### config.mk
export PLATFORM = sky130hd
export DESIGN_NAME = fsm_light_sel
export DESIGN_NICKNAME = d
export VERILOG_FILES = /design/src/rtl/fsm_light_sel.sv
export SDC_FILE = /design/constraint.sdc
export NUM_CORES = 1
export LEC_CHECK = 0
export BUFFER_PORTS_ARGS = -buffer_cell sky130_fd_sc_hd__buf_2
export CAP_MARGIN = 20
export CORE_MARGIN = 5
export CORE_UTILIZATION = 50
export CTS_CLUSTER_DIAMETER = 150
export CTS_CLUSTER_SIZE = 8
export DETAILED_ROUTE_END_ITERATION = 7
export MAX_ROUTING_LAYER = met4
export PLACE_DENSITY = 0.73
export SLEW_MARGIN = 5
export SYNTH_ARGS = -nofsm -noshare
export SYNTH_HDL_FRONTEND = slang
export SYNTH_SLANG_ARGS = --single-unit
export TNS_END_PERCENT = 20
### constraint.sdc
create_clock -name i_clk -period 4.85 [get_ports i_clk]
set_input_delay 0.485 -clock i_clk [delete_from_list [all_inputs] [get_ports i_clk]]
set_output_delay 0.485 -clock i_clk [all_outputs]
set_load 0.005 [all_outputs]
### src/rtl/fsm_light_sel.sv
// N-channel switch-to-light selector: debounced switch vector drives a one-of-N
// light with explicit multi-switch error state and optional blink of the active light.
module fsm_light_sel #(
  parameter int unsigned N_CH       = 4,
  parameter int unsigned DEB_CYCLES = 4,
  parameter int unsigned BLINK_HALF = 8,
  localparam int unsigned SEL_W     = (N_CH > 1) ? $clog2(N_CH) : 1
) (
  input  logic              i_clk,
  input  logic              i_reset,
  input  logic [N_CH-1:0]   i_OnOffSW,
  input  logic              i_mode,
  output logic [N_CH-1:0]   o_Light,
  output logic [SEL_W-1:0]  o_sel,
  output logic              o_active,
  output logic              o_err
);

  localparam int unsigned DEB_W = (DEB_CYCLES > 1) ? $clog2(DEB_CYCLES) : 1;
  localparam int unsigned BLK_W = (BLINK_HALF > 1) ? $clog2(BLINK_HALF) : 1;
  localparam int unsigned POP_W = $clog2(N_CH + 1);

  localparam logic [DEB_W-1:0] DEB_MAX = DEB_W'(DEB_CYCLES - 1);
  localparam logic [BLK_W-1:0] BLK_MAX = BLK_W'(BLINK_HALF - 1);

  typedef enum logic [1:0] {
    S_OFF = 2'd0,
    S_ON  = 2'd1,
    S_ERR = 2'd2
  } state_t;

  logic [N_CH-1:0]  r_sw_q;
  logic [N_CH-1:0]  r_sw_deb;
  logic [DEB_W-1:0] r_deb_cnt;
  state_t           r_state;
  logic [SEL_W-1:0] r_idx;
  logic [BLK_W-1:0] r_blink_cnt;
  logic             r_phase;

  state_t           w_state_nxt;
  logic [SEL_W-1:0] w_idx_nxt;
  logic [BLK_W-1:0] w_blink_nxt;
  logic             w_phase_nxt;
  logic [POP_W-1:0] w_pop;
  logic [SEL_W-1:0] w_pos;
  logic             w_restart;

  // Debounce: accept the raw vector only after DEB_CYCLES stable samples.
  always_ff @(posedge i_clk) begin
    if (i_reset) begin
      r_sw_q    <= '0;
      r_deb_cnt <= DEB_MAX;
      r_sw_deb  <= '0;
    end else if (i_OnOffSW != r_sw_q) begin
      r_sw_q    <= i_OnOffSW;
      r_deb_cnt <= '0;
    end else if (r_deb_cnt < DEB_MAX) begin
      r_deb_cnt <= r_deb_cnt + DEB_W'(1);
    end else begin
      r_sw_deb  <= r_sw_q;
    end
  end

  // State register.
  always_ff @(posedge i_clk) begin
    if (i_reset) begin
      r_state     <= S_OFF;
      r_idx       <= '0;
      r_blink_cnt <= '0;
      r_phase     <= 1'b1;
    end else begin
      r_state     <= w_state_nxt;
      r_idx       <= w_idx_nxt;
      r_blink_cnt <= w_blink_nxt;
      r_phase     <= w_phase_nxt;
    end
  end

  // Next state: classify the accepted vector by its population count.
  always_comb begin
    w_state_nxt = S_OFF;
    w_idx_nxt   = '0;
    w_blink_nxt = '0;
    w_phase_nxt = 1'b1;
    w_pop       = '0;
    w_pos       = '0;
    w_restart   = 1'b0;

    for (int i = 0; i < int'(N_CH); i++) begin
      w_pop = w_pop + POP_W'(r_sw_deb[i]);
      if (r_sw_deb[i]) begin
        w_pos = SEL_W'(i);
      end
    end

    if (w_pop == POP_W'(1)) begin
      w_state_nxt = S_ON;
      w_idx_nxt   = w_pos;
    end else if (w_pop != POP_W'(0)) begin
      w_state_nxt = S_ERR;
    end

    // Blink restarts lit on entry to S_ON or on a channel change.
    w_restart = (w_state_nxt == S_ON) && ((r_state != S_ON) || (w_idx_nxt != r_idx));
    if ((w_state_nxt == S_ON) && !w_restart) begin
      if (r_blink_cnt == BLK_MAX) begin
        w_phase_nxt = ~r_phase;
      end else begin
        w_blink_nxt = r_blink_cnt + BLK_W'(1);
        w_phase_nxt = r_phase;
      end
    end
  end

  // Output decode from registered state; i_mode only gates the light.
  always_comb begin
    o_Light  = '0;
    o_sel    = r_idx;
    o_active = (r_state == S_ON);
    o_err    = (r_state == S_ERR);
    if ((r_state == S_ON) && (!i_mode || r_phase)) begin
      o_Light = N_CH'(1) << r_idx;
    end
  end

endmodule

# --- Word level (Yosys, flattened, before mapping) ---
# Cells that the tools add are included.
word_totals:
  ff_bits: 18
  elab_cells: 47
op_classes:
  bitwise: 4
  mux: 9
  n_addsub: 5
  n_reduce_logical: 12
  magnitude_cmp: 1
  n_eq_ne: 8
  shifts: 1
op_table:
  columns: ["op", "count"]
  rows:
  - ["2-to-1 mux 2 bit", 7]
  - ["== test 2 x 1 -> 1 bit (second input constant)", 2]
  - ["2-to-1 mux 4 bit", 1]
  - ["!= test 4 bit", 1]
  - ["inverter 1 bit", 4]
  - ["<< shifter 1 x 2 -> 4 bit (first input constant)", 1]
  - ["adder 2 x 1 -> 3 bit", 1]
  - ["adder 3 x 1 -> 3 bit", 1]
  - ["adder 3 x 1 -> 3 bit (second input constant)", 1]
  - ["== test 3 x 1 -> 1 bit (second input constant)", 1]
  - ["== test 3 bit (second input constant)", 1]
  - ["logical AND 1 bit", 3]
  - ["nonzero test 3 bit", 1]
  - ["OR reduction 3 bit", 1]
  - ["adder 1 x 1 -> 2 bit", 1]
  - ["adder 2 x 1 -> 2 bit (second input constant)", 1]
  - ["== test 2 bit (second input constant)", 1]
  - ["zero test 1 bit", 2]
  - ["logical OR 1 bit", 2]
  - ["< comparator 2 bit (second input constant)", 1]
  - ["!= test 2 x 1 -> 1 bit (second input constant)", 1]
  - ["!= test 2 bit", 1]
  - ["AND reduction 2 bit", 1]
  - ["nonzero test 2 bit", 1]
  - ["2 further kinds", 2]

# --- Longest topological paths before layout ---
depth:
  ltp_word: 12
  depth_mapped: 9
  ltp_nobuf: 9

# --- Worst setup path after synthesis ---
# Ideal clock, no wire load.
synth_path:
  path_kind: "register -> register"
  from: "reg r_sw_deb[3]"
  to: "reg r_phase"
  path_stages_with_launch: 10
  slack_ns: 2.481
  path_buffers: 0
  t_required_ns: 4.723
  arrival_time_ns: 2.242
  cell_sequence: "dfxtp_1 inv_1 fa_1 inv_1 ha_1 ha_1 nor2_1 nand3b_1 a211o_1 or3_1"
synth_between:
  elab_chain_cells: 10
synth_lines:
  columns: ["element", "line", "source"]
  rows:
  - ["start, declared", "33", "logic [N_CH-1:0] r_sw_deb;"]
  - ["start signal, assigned", "60", "r_sw_deb <= r_sw_q;"]
  - ["adder 3 x 1 -> 3 bit", "90", "w_pop = w_pop + POP_W'(r_sw_deb[i]);"]
  - ["nonzero test 3 bit or == test 3 x 1 -> 1 bit (tied branches)", "99, 96", null]
  - ["2-to-1 mux 2 bit (on tied branches)", "99, 96", null]
  - ["2-to-1 mux 2 bit or != test 2 bit (tied branches)", "96, 104", null]
  - ["== test 2 x 1 -> 1 bit or logical OR 1 bit (tied branches)", "104, 105", null]
  - ["logical AND 1 bit", "104", "w_restart = (w_state_nxt == S_ON) && ((r_state != S_ON) || (w_idx_nxt != r_idx));"]
  - ["zero test 1 bit", "105", "if ((w_state_nxt == S_ON) && !w_restart) begin"]
  - ["logical AND 1 bit (*)", "105", null]
  - ["inverter 1 bit (no line) (*)", null, null]
  - ["OR reduction 2 bit (no line) (*)", null, null]
  - ["end signal, assigned", "75", "r_phase <= w_phase_nxt;"]
  - ["end, declared", "38", "logic r_phase;"]
# Every way passes the cells marked *; elsewhere a longest branch is shown, timed or not.
# A chain may end at the register's enable or synchronous reset.

# --- Final worst setup path ---
# Ends and elaborated chain as after synthesis.

==> parameters.txt <==
Parameter                              Value

Global routing
  Pin count of the biggest net entering global routing    17
  Vias in the first global route    582
  Remaining global-route overflow    0
  Initial antenna violation count    0
  Global-route wire length before repair    2.346 mm
  Total Routing Usage GR    0.1267

Timing
  Final sum of negative setup slack    0 ps
  Normalized max-slew margin    0.6162
  Final hold violation count    0
  Setup violation total in the final timing report    0
  Final critical-path share of the clock period    0.5290
  Worst-Margin Slew    570.9 ps
  Clock period minus final worst setup slack    2566 ps
  Max Fclk    389.8 MHz
  Final-layout worst hold slack    420.3 ps
  Max Clock Skew    3.132 ps
  Slew Viols, Final    0
  Unrepaired setup endpoints after global routing    false

Floorplanning
  Die outline area    0.002552 mm^2
  Starting density of the core    0.5386
  Core box area    0.001524 mm^2
  Chip height    50.52 um
  Die width    50.52 um
  Count of boundary I/O pins    15
  Cell row count    14

Yosys
  Cell types with the highest counts after synthesis    18 x dfxtp_1, 8 x inv_1, 6 x nor2_1, 6 x nor2b_1
  Seq/Total Area, Yosys    0.4390
  Net count after synthesis    96
  Total number of yosys warnings    0
  Number of storage elements in the synthesis netlist    18
  Post-Synthesis Cell Area    820.8 um^2
  Synth top area cells    dfxtp_1 44%, ha_1 7.6%, xor2_1 5.3%
  Synthesized area per cell    9.889 um^2
  Library cells used by synthesis    28
  Fraction of post-synthesis cell area in the top cell type by area    0.4390
  Dominant cell by count in the synthesized netlist    dfxtp_1
  Yosys top cell by area    dfxtp_1
  Synth Flop Type    dfxtp_1
  Number of synthesized flops with an enable pin    0
  Async set-reset flop share out of synthesis    0
  Synthesized netlist cell count    83

Finish
  Multi-input gate area in the final layout    422.9 um^2
  Final instance count without filler cells    115
  Inserted Diodes    0
  Design Area, Final    939.7 um^2
  Count of fill cells added during filler insertion    142
  NumNets Final    113
  Layout cell share with drive strength beyond 1    0.1919
  Sequential cell area    360.3 um^2
  Area growth, synth to finish    14.48%

Routing
  Average wire per cell in the routed design    11.33 um
  Drt pass-1 iters    1
  Detailed-route via count    604
  Via density    5.252
  Aggregate routed wire length    1.303 mm
  Antenna viol nets, final    0
  Number of remaining DRC errors    0
  Violation count after the first detailed-route iteration    0

Clock tree
  Number of instances resized during post-cts repair    0
  TritonCTS clock tree    yes
  Max H-tree Level    1
  Clock insertion delay at the later pin of the skew report    290 ps
  Number of buffers inserted for hold repair after clock tree synthesis    0
  Clk sinks    18
  Buffers inserted during post-CTS setup optimization    0
  Number of buffers added by the clock tree synthesis step    3
  Clock-pin slew on the worst setup and hold paths    100 ps
  Clk Tree Root Cell    clkbuf_4
  Buffer levels on the longest clock path    2

Placement
  Total cell area at the placement stage    903.4 um^2
  Number of placed cells counting well taps    111
  IO Port Bufs    14
  Detail Placement HPWL    1.024 mm
  Weighted congestion reported at the end of routability-driven placement    0.7304

Worst setup path
  CP Data Arrival Time    2750 ps
  Series of cell instances along the critical path    inv_1 -> fa_1 -> inv_1 -> ha_1 -> ha_1 -> nor2_1 -> nand3b_1 -> a211o_1 -> or3_1
  Crit path max fanout    5
  Setup slack of the most critical reg-to-reg path    2280 ps
  Kind of start point of the critical path    flop
  Largest stage delay, worst path    480 ps
  Crit path capture type    flop
  Slowest cell on the critical path    fa_1
  Logic depth of the worst register-to-register path    9
  Critical path start-end classification    reg -> reg
  Required time of the critical path    5030 ps

Status
  Result of the run    finished clean

Power and ir drop
  Power density over the cells    277.0 mW/mm^2
  Worst vdd ir    0.0001941 V
  Leak pwr    0.4621 nW

Worst hold path
  Class of the tightest hold or removal check    in -> reg
  Worst hold stages    2

Job
  Max Cap Viol    0
==> layout by cell type, fill, tap and decap left out, drive strengths merged, types with 3 or more instances in the layout <==
cell type  instances
clkbuf             4
inv                8
nand4b             4
nor2               6
nor2b              6
o31ai              3
xor2               5
dfxtp             18
buf               14
ha                 5
==> where the power goes <==
part | leakage, nW | total [mW] | internal [mW] | switching [mW]
combinational | 0.294 | 0.0169 | 0.00849 | 0.00846
clock | 0.0210 | 0.0903 | 0.0458 | 0.0445
sequential | 0.147 | 0.153 | 0.151 | 0.00197
==> final timing paths <==
kind	startpoint	to
setup / recovery	r_sw_deb[3]	r_phase
hold / removal	i_OnOffSW[1]	r_sw_q[1]
setup reg to reg	r_sw_deb[3]	r_phase
hold reg to reg	r_blink_cnt[0]	r_blink_cnt[0]
==> cell families after synthesis <==
family	Yosys count	synth area share
AO/OA/AOI/OAI	10	0.08382
XOR/XNOR	7	0.07470
adder cells (fa/ha/maj)	6	0.1006
buffers and inverters	10	0.04574
flip-flops	18	0.4390
multiplexers	1	0.01372
AND/OR/NAND/NOR	31	0.2424
==> registers in the layout, summed over array words and instances (netlist names) <==
| register | flops |
|---|---|
| r_sw_deb | 4 |
| r_sw_q | 4 |
| r_blink_cnt | 3 |
| o_sel | 2 |
| r_deb_cnt | 2 |
| r_state | 2 |
| r_phase | 1 |
==> through the flow <==
stage,power [mW],setup WS [ps],utilization
3_5_place_dp,0.1737,2316,0.5928
3_3_place_gp,0.1730,2422,0.5928
2_1_floorplan,0.1681,2481,-
4_1_cts,0.2645,2285,0.6166
5_1_grt,0.2752,2113,0.6166
6_report,0.2602,2284,0.6166
==> area by class of cell <==
| type | count | share of cell area |
|---|---|---|
| clock buffer | 4 | 0.03862 |
| inverter | 8 | 0.03196 |
| multi-input combinational | 55 | 0.4501 |
| sequential | 18 | 0.3835 |
| tap | 16 | 0.02130 |
| timing repair buffer | 14 | 0.07457 |
==> layer usage <==
layer | share of wire | global-route usage
met5 | 0 | -
met2 | 0.47 | 0.1963
met1 | 0.44 | 0.1320
met4 | 0.027 | 0.1021
met3 | 0.063 | 0.03550
==> critical path: cells and delay by family (launching register included) <==
family                   cells  cell delay (ps)
AO/OA/AOI/OAI                1              300
adder cells (fa/ha/maj)      3              920
buffers and inverters        2              130
flip-flops                   1              390
AND/OR/NAND/NOR              3              720
Note: power is estimated with default switching activity, not from simulation.
